<file path="src/rtl/cla_pkg.sv">
// Shared constants and 4-bit carry-lookahead cell functions for the pipelined adder/subtractor.
package cla_pkg;

  localparam int DEF_WIDTH = 64;
  localparam int GROUP     = 16;
  localparam int WORD_BIT  = 32;

  typedef struct packed {
    logic g;
    logic p;
  } gp_t;

  function automatic gp_t cla4_gp(input logic [3:0] x, input logic [3:0] y);
    logic [3:0] g;
    logic [3:0] p;
    gp_t        r;
    g   = x & y;
    p   = x ^ y;
    r.g = g[3] | (p[3] & g[2]) | (p[3] & p[2] & g[1]) | (p[3] & p[2] & p[1] & g[0]);
    r.p = &p;
    return r;
  endfunction

  function automatic logic [3:0] cla4_sum(input logic [3:0] x, input logic [3:0] y,
                                          input logic cin);
    logic [3:0] g;
    logic [3:0] p;
    logic [3:0] c;
    g    = x & y;
    p    = x ^ y;
    c[0] = cin;
    c[1] = g[0] | (p[0] & cin);
    c[2] = g[1] | (p[1] & g[0]) | (p[1] & p[0] & cin);
    c[3] = g[2] | (p[2] & g[1]) | (p[2] & p[1] & g[0]) | (p[2] & p[1] & p[0] & cin);
    return p ^ c;
  endfunction

endpackage

</file>
<file path="src/rtl/cla16_gp.sv">
// 16-bit lookahead group: four 4-bit CLA cells with a second lookahead level,
// exporting group generate/propagate for the inter-group carry chain.
module cla16_gp
  import cla_pkg::*;
(
  input  logic [GROUP-1:0] a,
  input  logic [GROUP-1:0] b,
  input  logic             cin,
  output logic [GROUP-1:0] sum,
  output logic             g,
  output logic             p
);

  logic [3:0] ng;
  logic [3:0] np;
  logic [3:0] nc;
  gp_t        t;

  always_comb begin
    ng = '0;
    np = '0;
    t  = '0;
    for (int i = 0; i < 4; i++) begin
      t     = cla4_gp(a[4*i +: 4], b[4*i +: 4]);
      ng[i] = t.g;
      np[i] = t.p;
    end
  end

  always_comb begin
    nc[0] = cin;
    nc[1] = ng[0] | (np[0] & cin);
    nc[2] = ng[1] | (np[1] & ng[0]) | (np[1] & np[0] & cin);
    nc[3] = ng[2] | (np[2] & ng[1]) | (np[2] & np[1] & ng[0]) | (np[2] & np[1] & np[0] & cin);
    sum   = '0;
    for (int i = 0; i < 4; i++) begin
      sum[4*i +: 4] = cla4_sum(a[4*i +: 4], b[4*i +: 4], nc[i]);
    end
  end

  assign g = ng[3] | (np[3] & ng[2]) | (np[3] & np[2] & ng[1]) | (np[3] & np[2] & np[1] & ng[0]);
  assign p = &np;

endmodule

</file>
<file path="src/rtl/pipe_cla_addsub.sv">
// Pipelined carry-lookahead add/subtract: one operand segment per register stage,
// valid/ready handshake with whole-pipe stall and bubble collapsing.
module pipe_cla_addsub
  import cla_pkg::*;
#(
  parameter int WIDTH  = DEF_WIDTH,
  parameter int STAGES = 2
) (
  input  logic             clk,
  input  logic             rst,
  input  logic             in_valid,
  output logic             in_ready,
  input  logic [WIDTH-1:0] a,
  input  logic [WIDTH-1:0] b,
  input  logic             sub,
  input  logic             word,
  output logic             out_valid,
  input  logic             out_ready,
  output logic [WIDTH-1:0] s,
  output logic             cout,
  output logic             ovf,
  output logic             zero
);

  localparam int SEG = WIDTH / STAGES;
  localparam int GPS = SEG / GROUP;
  localparam int NG  = WIDTH / GROUP;
  localparam int L   = STAGES - 1;

  logic [STAGES-1:0] v_q, c_q, w_q, en;
  logic [WIDTH-1:0]  a_q [STAGES];
  logic [WIDTH-1:0]  b_q [STAGES];
  logic [WIDTH-1:0]  s_q [STAGES];

  logic [STAGES-1:0] src_v, src_c, src_w;
  logic [WIDTH-1:0]  src_a [STAGES];
  logic [WIDTH-1:0]  src_b [STAGES];
  logic [WIDTH-1:0]  src_s [STAGES];
  logic [WIDTH-1:0]  nxt_s [STAGES];
  wire  [WIDTH-1:0]  sum_all;
  wire  [STAGES-1:0] seg_co;

  logic [WIDTH-1:0]  s_fin;
  logic              cout_fin, ovf_fin;

  assign out_valid = v_q[L];
  assign in_ready  = rst | ~v_q[L] | out_ready;

  // Stage 0 sees the inverted subtrahend and the +1 as its carry-in.
  always_comb begin
    src_v[0] = in_valid & in_ready & ~rst;
    src_a[0] = a;
    src_b[0] = b ^ {WIDTH{sub}};
    src_s[0] = '0;
    src_c[0] = sub;
    src_w[0] = word;
    for (int k = 1; k < STAGES; k++) begin
      src_v[k] = v_q[k-1];
      src_a[k] = a_q[k-1];
      src_b[k] = b_q[k-1];
      src_s[k] = s_q[k-1];
      src_c[k] = c_q[k-1];
      src_w[k] = w_q[k-1];
    end
  end

  for (genvar j = 0; j < NG; j++) begin : grp
    localparam int K = j / GPS;
    logic ci, gg, gp, co;
    if (j % GPS == 0) begin : g_cin_stage
      assign ci = src_c[K];
    end else begin : g_cin_chain
      assign ci = grp[j-1].co;
    end
    cla16_gp u_cla (
      .a   (src_a[K][GROUP*j +: GROUP]),
      .b   (src_b[K][GROUP*j +: GROUP]),
      .cin (ci),
      .sum (sum_all[GROUP*j +: GROUP]),
      .g   (gg),
      .p   (gp)
    );
    assign co = gg | (gp & ci);
  end

  for (genvar k = 0; k < STAGES; k++) begin : g_seg_co
    assign seg_co[k] = grp[(k+1)*GPS-1].co;
  end

  always_comb begin
    for (int k = 0; k < STAGES; k++) begin
      nxt_s[k]               = src_s[k];
      nxt_s[k][k*SEG +: SEG] = sum_all[k*SEG +: SEG];
    end
  end

  // A stage may load whenever it is empty or its content moves on.
  always_comb begin
    en    = '0;
    en[L] = ~v_q[L] | out_ready;
    for (int k = L - 1; k >= 0; k--) begin
      en[k] = ~v_q[k] | en[k+1];
    end
  end

  always_ff @(posedge clk) begin
    if (rst) begin
      v_q <= '0;
      c_q <= '0;
      w_q <= '0;
      for (int k = 0; k < STAGES; k++) begin
        a_q[k] <= '0;
        b_q[k] <= '0;
        s_q[k] <= '0;
      end
    end else begin
      for (int k = 0; k < STAGES; k++) begin
        if (en[k]) begin
          v_q[k] <= src_v[k];
          if (src_v[k]) begin
            a_q[k] <= src_a[k];
            b_q[k] <= src_b[k];
            s_q[k] <= nxt_s[k];
            c_q[k] <= seg_co[k];
            w_q[k] <= src_w[k];
          end
        end
      end
    end
  end

  if (WIDTH > WORD_BIT) begin : g_word
    // Carry into bit 32 is recovered from the full-width sum bit.
    always_comb begin
      if (w_q[L]) begin
        s_fin    = {{(WIDTH-WORD_BIT){s_q[L][WORD_BIT-1]}}, s_q[L][WORD_BIT-1:0]};
        cout_fin = s_q[L][WORD_BIT] ^ a_q[L][WORD_BIT] ^ b_q[L][WORD_BIT];
        ovf_fin  = (a_q[L][WORD_BIT-1] == b_q[L][WORD_BIT-1]) &
                   (s_q[L][WORD_BIT-1] != a_q[L][WORD_BIT-1]);
      end else begin
        s_fin    = s_q[L];
        cout_fin = c_q[L];
        ovf_fin  = (a_q[L][WIDTH-1] == b_q[L][WIDTH-1]) & (s_q[L][WIDTH-1] != a_q[L][WIDTH-1]);
      end
    end
  end else begin : g_noword
    always_comb begin
      s_fin    = s_q[L];
      cout_fin = c_q[L];
      ovf_fin  = (a_q[L][WIDTH-1] == b_q[L][WIDTH-1]) & (s_q[L][WIDTH-1] != a_q[L][WIDTH-1]);
    end
  end

  assign s    = s_fin;
  assign cout = cout_fin;
  assign ovf  = ovf_fin;
  assign zero = v_q[L] & (s_fin == '0);

endmodule
</file>
<file path="config.mk">
export PLATFORM = sky130hd
export DESIGN_NAME = pipe_cla_addsub
export DESIGN_NICKNAME = d
export VERILOG_FILES = /design/src/rtl/cla_pkg.sv /design/src/rtl/cla16_gp.sv /design/src/rtl/pipe_cla_addsub.sv
export SDC_FILE = /design/constraint.sdc
export NUM_CORES = 1
export LEC_CHECK = 0
export BUFFER_PORTS_ARGS = -buffer_cell sky130_fd_sc_hd__buf_2
export CORE_MARGIN = 8
export CORE_UTILIZATION = 45
export DETAILED_ROUTE_END_ITERATION = 12
export MAX_ROUTING_LAYER = met4
export PLACE_DENSITY = 0.66
export SETUP_SLACK_MARGIN = 0.02
export SLEW_MARGIN = 20
export SYNTH_ARGS = -nofsm -noshare
export SYNTH_HDL_FRONTEND = slang
export SYNTH_SLANG_ARGS = --single-unit
</file>
<file path="constraint.sdc">
create_clock -name clk -period 10.03 [get_ports clk]
set_input_delay 0.5015 -clock clk [delete_from_list [all_inputs] [get_ports clk]]
set_output_delay 0.5015 -clock clk [all_outputs]
set_load 0.05 [all_outputs]
</file>
==> out/metrics.cfg, run 1 <==
[drt]
remaining_drc_errors = 0
drt_iter0_drc = 409
drtPass1Iterations = 6
viasPerCell = 5.03
ant_nets = 0
avgRoutedWirePerCell_um = 16.6
routed_wl_um = 22800
num_vias = 6883

[status]
status = completed

[sta]
slew_violations = 0
hold_violations = 0
clock.fmax_mhz = 263
worstMarginPinSlew_ns = 0.957
rsz0062_at_grt = false
slew_headroom = 0.362
setup_viol = 0
post-route-period-util = 0.380
final.setup.worst_slack_ns = 6.22
whs_ns = 0.349
finalCriticalPeriod_ns = 3.81
fin_skew_ns = 0.0107
tns_ns = 0

[placed_design]
post-place-ws_ns = 5.91
io_buffer_count = 202
place_area_sq_um = 11200
hpwl_um = 16900
place_congestion = 0.886

[yosys]
ys_types = 57
syn-cell-area_sq_um = 10200
synth_top_flop_cell = edfxtp_1
syn_nets = 1122
synthArstFlopShare = 0
yosysWarnings = 0
avgSynthCellArea_sq_um = 11.2
synthTopCellsByCount = edfxtp_1, nor2_1, and2_1
synth_edf_count = 168
yosysMostFrequentCell = edfxtp_1
synthTopCellsByArea = edfxtp_1, ha_1, and2_1
synth_top_area_frac = 0.496
yosys.area.top_type = edfxtp_1
netlist_instances = 909
synth_seq_cells = 174
seq_area_frac_synth = 0.508

[floorplan]
die_area_sq_um = 27700
die_w_um = 166
initial_core_util = 0.453
die_y_um = 166
rows = 55
fp.coreArea_sq_um = 22400
ioPinCount = 203

[power_and_ir_drop]
p_leak_uw = 0.00533
p_per_area_nw_per_um2 = 180
peakVddDrop_mv = 0.107

[cts]
worstSkewPairLatency_ns = 0.42
cts_buffers = 17
cts-root-buf = clkbuf_16
post-cts-setup-buffers = 0
cts_hold_buffers = 0
cts_sinks = 174
clk_pin_slew_ns = 0.07
cts_tree = built
clockBufferDepth = 2
htreeDepth = 4
cts_resized = 0

[setup_path]
startpoint = w_q[1]$_SDFFE_PP0P_
arrival_ns = 3.31
reg2reg_from = b_q[0][32]$_SDFFCE_PN0P_
critical_path_class = reg2out
crit_slowest_cell = nor4_1
slowest_delay_ns = 0.73
worstPathRequired_ns = 9.53
r2r_cells = 10
cp-start-kind = flop
worstSetupEndpointType = output pin
path_cells = buf_4 -> nand2_1 -> o21ai_0 -> nor4_1 -> nand4_1 -> nor3_1 -> buf_2
cp_max_fo = 38

[layout]
layout.nets = 1283
syn_to_final_growth_pct = 16.6
finish.utilization = 0.529
drive_gt1_frac = 0.233
finalInstanceArea_sq_um = 11900

[grt]
grt_usage = 0.170
grt_pass1_wl_um = 36400
overflow = 0
grt_pass1_vias = 6980
antenna_found_initial = 1
grt_start_max_net_pins = 88

[min_path]
min_from = a[49]
hold_class = in2reg
min_path_cells = 2

[run]
maxCapViolCount = 0

## where the power goes
part	internal, uW	switching (uW)
logic	176	321
clock network	423	290
registers	886	33.2
total	1490	643
## cell usage in the layout, fill, tap and decap left out, types with 2 or more instances in the layout
cell type and n:
clkinvlp_4 2, and2_1 84, or4_1 2, nand2_1 32, o211ai_1 2, nor4_1 13
a221o_1 3, nor3_1 8, nor2b_1 3, xor2_1 55, and3_1 4, fa_1 15
o21ai_0 39, bufinv_16 4, nand2b_4 2, inv_1 58, a211oi_1 3, nand2b_1 5
edfxtp_1 168, inv_6 4, nor2_1 103, mux2i_1 2, o21a_1 4, buf_4 6
ha_1 64, a21boi_0 2, buf_2 201, nand4_1 7, a31oi_1 4, xnor2_1 55
nand3_1 10, clkbuf_16 17, a21oi_1 40, clkinv_4 2, a21o_1 19, o21bai_1 6
and4_1 2, dfxtp_1 6
## worst paths after layout
kind	slack [ns]	endpoint
worst max-delay path	6.22	zero
worst min-delay path	0.35	a_q[0][49]$_SDFFCE_PN0P_
worst max register to register	6.72	s_q[0][125]$_SDFFCE_PN0P_
worst min register to register	0.48	w_q[1]$_SDFFE_PP0P_
## sequential cells by signal, indices dropped and copies added (netlist names)
name	count
v_q	2
b_q	36
s_q	96
a_q	36
c_q	2
w_q	2
## metrics by stage
step | cells | power (uW)
2_1_floorplan | 909 | 1310
3_3_place_gp | 1336 | 1430
3_5_place_dp | 1336 | 1440
4_1_cts | 1368 | 2150
5_1_grt | 1369 | 2230
6_report | 1369 | 2130
## layout make-up
type	count	area (sq um)
antenna	1	2.50
clock inverter	14	204
multi-input combinational	611	4420
sequential	174	5160
fill	2054	10600
clock buffer	18	429
tap	285	357
inverter	58	218
timing repair buffer	208	1060
## critical path: cells and delay by family (launching register included)
family	cells	cell delay [ns]
and+or+nand+nor	4	1.78
buffers and inverters	2	0.55
DFF	1	0.30
AOI/OAI and AO/OA	1	0.25
## kinds of logic (layout without fill, tap and decap cells)
kind of cell / after synthesis / count (layout) / synth area share
other: 0 / 1 / 0
multiplexers: 3 / 3 / 0.00308
AO/OA/AOI/OAI: 137 / 137 / 0.0870
AND/OR/NAND/NOR: 282 / 282 / 0.140
flip-flops: 174 / 174 / 0.508
XOR/XNOR: 110 / 110 / 0.0948
buffers and inverters: 124 / 298 / 0.0592
adder cells (fa/ha/maj): 79 / 79 / 0.108
## routing by layer
metal | global-route usage | up-vias | part of all wire
li1 | - | 3446 | -
met1 | 0.211 | 3215 | 0.46
met2 | 0.276 | 189 | 0.47
met3 | 0.0316 | 33 | 0.045
met4 | 0.0572 | 0 | 0.021
met5 | - | - | 0
(Power assumes the default switching activity.)
==> run 2, diff against run 1 <==
==> constraint.sdc (replaced) <==
create_clock -name clk -period 3.7 [get_ports clk]
set_input_delay 0.185 -clock clk [delete_from_list [all_inputs] [get_ports clk]]
set_output_delay 0.185 -clock clk [all_outputs]
set_load 0.05 [all_outputs]
==> run 2 against run 1 <==
Net effect:
- clock power grew 140%
- register-to-register slack lost 6.3 ns
- wire length grew 0.43%
- sequential share of layout area is essentially flat
- hold slack lost 0.32 ns
- combinational power grew to 2.7 times the previous value
- critical path depth grew 4
- first-iteration DRC count shrank 10%
- die area is the same
- largest power group unchanged
==> out/metrics.cfg, run 2 (same netlist as run 1, synthesis figures left out) <==
[status]
status = completed

[drt]
drt_iter0_drc = 367
avgRoutedWirePerCell_um = 16.6
num_vias = 6814
viasPerCell = 4.95
ant_nets = 0
routed_wl_um = 22900
drtPass1Iterations = 5
remaining_drc_errors = 0

[sta]
whs_ns = 0.0281
rsz0062_at_grt = false
slew_headroom = 0.345
slew_violations = 0
worstMarginPinSlew_ns = 0.982
fin_skew_ns = 0.0109
post-route-period-util = 0.876
final.setup.worst_slack_ns = 0.458
hold_violations = 0
setup_viol = 0
finalCriticalPeriod_ns = 3.24
clock.fmax_mhz = 308
tns_ns = 0

[min_path]
hold_class = in2reg

[placed_design]
hpwl_um = 17300
dpl.cell_count = 1342
io_buffer_count = 202
post-place-ws_ns = 0.226
place_congestion = 0.866

[layout]
seqCellArea_sq_um = 5160
fill_cells = 2026
drive_gt1_frac = 0.238
top_register = s_q
syn_to_final_growth_pct = 16.6
final_cells = 1377
finish.utilization = 0.528
layout.nets = 1289
final_common_cell = buf_2
multi_input_area_sq_um = 4420
final_cell_mix = buf_2, edfxtp_1, nor2_1
largest_reg_flops = 96
reg.largest.list = s_q: 96 flops, a_q: 36 flops, b_q: 36 flops

[power_and_ir_drop]
switchingPower_uw = 1790
p_clk_frac = 0.309
p_per_area_nw_per_um2 = 470
p_leak_uw = 0.00533
peakVddDrop_mv = 0.294
seq_power_share = 0.447
p_comb_frac = 0.244
internal-power_uw = 3790
p_sw_frac = 0.321

[floorplan]
die_w_um = 166
rows = 55
initial_core_util = 0.453
ioPinCount = 203
fp.coreArea_sq_um = 22400
die_y_um = 166
die_area_sq_um = 27700

[cts]
cts_resized = 0
cts_buffers = 17
cts_sinks = 174
post-cts-setup-buffers = 0
worstSkewPairLatency_ns = 0.43
htreeDepth = 4
clk_pin_slew_ns = 0.07
clockBufferDepth = 2
cts_hold_buffers = 0
cts-root-buf = clkbuf_16
cts_tree = built

[grt]
overflow = 0
grt_start_max_net_pins = 71
antenna_found_initial = 3
grt_pass1_vias = 6949
grt_usage = 0.169
grt_pass1_wl_um = 36000

[setup_path]
cpMostUsedCell = a21o_1
worstSetupEndpointType = flop
cp-start-kind = flop
crit_slowest_cell = edfxtp_1
arrival_ns = 3.39
path_cells = ha_1 -> a21o_1 -> a21o_1 -> a31oi_1 -> nand2_1 -> a22oi_1 -> a21oi_1 -> a31o_2 -> fa_1 -> xnor2_1 -> nor2_1
critical_path_class = reg2reg
worstPathRequired_ns = 3.85
cp_max_fo = 4
slowest_delay_ns = 0.44

[run]
maxCapViolCount = 0

[run 2: cell types whose count changed in the layout (fill, tap and decap cells not counted)]
| cell | delta |
|---|---|
| buf_12 | +1 |
| bufinv_16 | -4 |
| inv_8 | +4 |
| clkinv_4 | -2 |
| inv_6 | +1 |
| clkinvlp_4 | +1 |
| diode_2 | +2 |
| clkbuf_1 | -1 |
| buf_6 | -1 |
| buf_4 | +6 |
| clkinv_8 | +1 |
[run 2: area by class of cell]
cell class / count / area share
inverters: 58 / 0.0184
diodes: 3 / 0.000633
clock inverters: 15 / 0.0121
flip-flops and latches: 174 / 0.436
repair buffers: 214 / 0.0942
well taps: 285 / 0.0301
multi-input cells: 611 / 0.373
clock buffers: 17 / 0.0359
[run 2: metal layers]
metal	wire, um	share of wire	global-route usage	up-vias
met3	1320	0.057	0.0433	17
met1	10300	0.45	0.208	3157
met4	301	0.013	0.0419	0
met2	10900	0.48	0.274	181
li1	-	-	-	3459
met5	0	0	-	-
[run 2: path summary, 6_finish.rpt]
path                                                from                        end  slack, ns  depth (start not counted)
worst max-delay path            b_q[0][32]$_SDFFCE_PN0P_  s_q[0][117]$_SDFFCE_PN0P_       0.46                         11
worst min-delay path                               a[61]   a_q[0][61]$_SDFFCE_PN0P_       0.03                          2
worst max register to register  b_q[0][32]$_SDFFCE_PN0P_  s_q[0][117]$_SDFFCE_PN0P_       0.46                         11
worst min register to register       w_q[0]$_SDFFE_PP0P_        w_q[0]$_SDFFE_PP0P_       0.47                          2
[run 2: power by group through the flow]
stage | Sequential (uW) | Clock [uW] | Combinational, uW
floorplan | 2510 | 0 | 1050
global placement | 2530 | 0 | 1350
detailed placement | 2540 | 0 | 1370
CTS | 2490 | 1750 | 1370
global route | 2510 | 1830 | 1500
finish | 2490 | 1720 | 1360
[run 2: critical path: cells and delay by family, from the launching register on]
family | cells | cell delay (ns)
compound gates | 6 | 1.32
fa+ha+maj | 2 | 0.69
flops | 1 | 0.44
simple gates | 2 | 0.33
xor+xnor | 1 | 0.17
[run 2: through the flow]
stage	power, uW	instance area (sq um)
floorplan	3560	10200
global placement	3880	11300
detailed placement	3900	11300
CTS	5620	11800
global route	5840	11900
finish	5580	11900
==> run 3, diff against run 2 <==
--- a/config.mk
+++ b/config.mk
@@ -7,10 +7,10 @@
 export LEC_CHECK = 0
 export BUFFER_PORTS_ARGS = -buffer_cell sky130_fd_sc_hd__buf_2
 export CORE_MARGIN = 8
-export CORE_UTILIZATION = 45
+export CORE_UTILIZATION = 34
 export DETAILED_ROUTE_END_ITERATION = 12
 export MAX_ROUTING_LAYER = met4
-export PLACE_DENSITY = 0.66
+export PLACE_DENSITY = 0.53
 export SETUP_SLACK_MARGIN = 0.02
 export SLEW_MARGIN = 20
 export SYNTH_ARGS = -nofsm -noshare
==> constraint.sdc (replaced) <==
create_clock -name clk -period 4.2 [get_ports clk]
set_input_delay 0.21 -clock clk [delete_from_list [all_inputs] [get_ports clk]]
set_output_delay 0.21 -clock clk [all_outputs]
set_load 0.05 [all_outputs]
==> run 3 against run 2 <==
Net effect:
- critical path type is now reg2out
- sequential cell count unchanged
- clock power down 2%
- final cell count rose by 7.3%
- combinational power fell by 12%
- wire length is 11% higher
- sequential share of layout area fell by 0.51 points
- critical path depth down 4
- sequential power shrank 12%
- die area rose by 29%
- register-to-register slack improved by 0.54 ns
- first-iteration DRC count is 5.4% lower
==> out/metrics.cfg, run 3 (same netlist as run 1, synthesis figures left out) <==
[drt]
ant_nets = 0
drt_iter0_drc = 347
drtPass1Iterations = 4
avgRoutedWirePerCell_um = 17.2
viasPerCell = 4.60
remaining_drc_errors = 0
routed_wl_um = 25400
num_vias = 6795

[setup_path]
slowest_delay_ns = 0.68
worstSetupEndpointType = output pin
cp-start-kind = flop
cp_max_fo = 32
arrival_ns = 3.06
critical_path_class = reg2out
reg2reg_from = a_q[0][32]$_SDFFCE_PN0P_
crit_slowest_cell = nor4_1
worstPathRequired_ns = 3.99
r2r_setup_slack_ns = 1.00
path_cells = nand2_1 -> buf_4 -> o21ai_0 -> nor4_1 -> nand4_1 -> nor3_1 -> buf_2
r2r_end = s_q[0][117]$_SDFFCE_PN0P_
r2r_cells = 11

[cts]
cts-root-buf = clkbuf_16
post-cts-setup-buffers = 0
clk_pin_slew_ns = 0.07
worstSkewPairLatency_ns = 0.43
clockBufferDepth = 2
cts_tree = built
htreeDepth = 4
cts_hold_buffers = 0
cts_buffers = 17
cts_resized = 0
cts_sinks = 174

[placed_design]
dpl.cell_count = 1443
io_buffer_count = 202
place_congestion = 0.857
hpwl_um = 18900

[floorplan]
die_y_um = 189
ioPinCount = 203
initial_core_util = 0.344
die_w_um = 189
rows = 63
fp.coreArea_sq_um = 29600
die_area_sq_um = 35700

[grt]
grt_usage = 0.147
grt_start_max_net_pins = 85
overflow = 0
grt_pass1_vias = 7200
grt_pass1_wl_um = 40100
antenna_found_initial = 2

[status]
status = completed

[sta]
worstMarginPinSlew_ns = 1.05
rsz0062_at_grt = false
slew_violations = 0
clock.fmax_mhz = 306
whs_ns = 0.0465
hold_violations = 0
setup_viol = 0
fin_skew_ns = 0.0129
tns_ns = 0
finalCriticalPeriod_ns = 3.27
slew_headroom = 0.298
post-route-period-util = 0.779

[layout]
final_common_cell = buf_2
final_cell_mix = buf_2, edfxtp_1, nor2_1
fill_cells = 2906
multi_input_area_sq_um = 4430
drive_gt1_frac = 0.235
layout.nets = 1285
final_cells = 1477
top_register = s_q
syn_to_final_growth_pct = 18.0
seqCellArea_sq_um = 5160
largest_reg_flops = 96
reg.largest.list = s_q: 96 flops, a_q: 36 flops, b_q: 36 flops

[min_path]
min_from = word
min_path_cells = 3
hold_class = in2reg
worst_hold_path.endpoint = w_q[0]$_SDFFE_PP0P_

[power_and_ir_drop]
p_per_area_nw_per_um2 = 423
peakVddDrop_mv = 0.260
p_leak_uw = 0.00534

[run]
maxCapViolCount = 0

[run 3: how the worst max path moves through the flow]
stage,to,from,slack (ns)
4_1_cts,zero,s_q[0][95]$_SDFFCE_PN0P_,0.73
2_1_floorplan,a_q[0][31]$_SDFFCE_PN0P_,v_q[1]$_SDFFE_PP0P_,0.64
3_5_place_dp,s_q[0][29]$_SDFFCE_PN0P_,sub,0.56
3_3_place_gp,s_q[0][29]$_SDFFCE_PN0P_,sub,0.70
5_1_grt,zero,s_q[0][95]$_SDFFCE_PN0P_,0.61
6_report,zero,s_q[0][95]$_SDFFCE_PN0P_,0.93
[run 3: cell type report]
cell class                 count  area share
sequential                   174       0.431
multi-input combinational    611       0.369
timing repair buffer         210      0.0895
tap                          390      0.0407
clock buffer                  17      0.0355
inverter                      58      0.0181
clock inverter                15      0.0163
antenna                        2    0.000417
[run 3: per-layer routing]
layer,wire length (um),GRT usage
met1,12000,0.189
met2,12100,0.233
met3,913,0.0292
met4,391,0.0448
met5,0,-
[run 3: metrics by stage]
stage / util / total power, uW / setup slack, ns / cell area, sq um
floorplan: - / 3140 / 0.642 / 10200
finish: 0.406 / 5080 / 0.929 / 12000
global route: 0.406 / 5350 / 0.610 / 12000
CTS: 0.406 / 5140 / 0.732 / 12000
detailed placement: 0.385 / 3450 / 0.555 / 11400
global placement: 0.385 / 3450 / 0.700 / 11400
[run 3: critical path, delay by kind of cell (launching register included)]
family | cells | cell delay, ns
compound gates | 1 | 0.30
flops | 1 | 0.51
buf+inv | 2 | 0.60
simple gates | 4 | 1.20
[run 3: report_power, final]
part           leakage (uW)  internal [uW]  switching, uW  total (uW)
Clock              0.000306            913            766        1680
Combinational       0.00317            424            776        1200
Sequential          0.00186           2120           82.5        2200
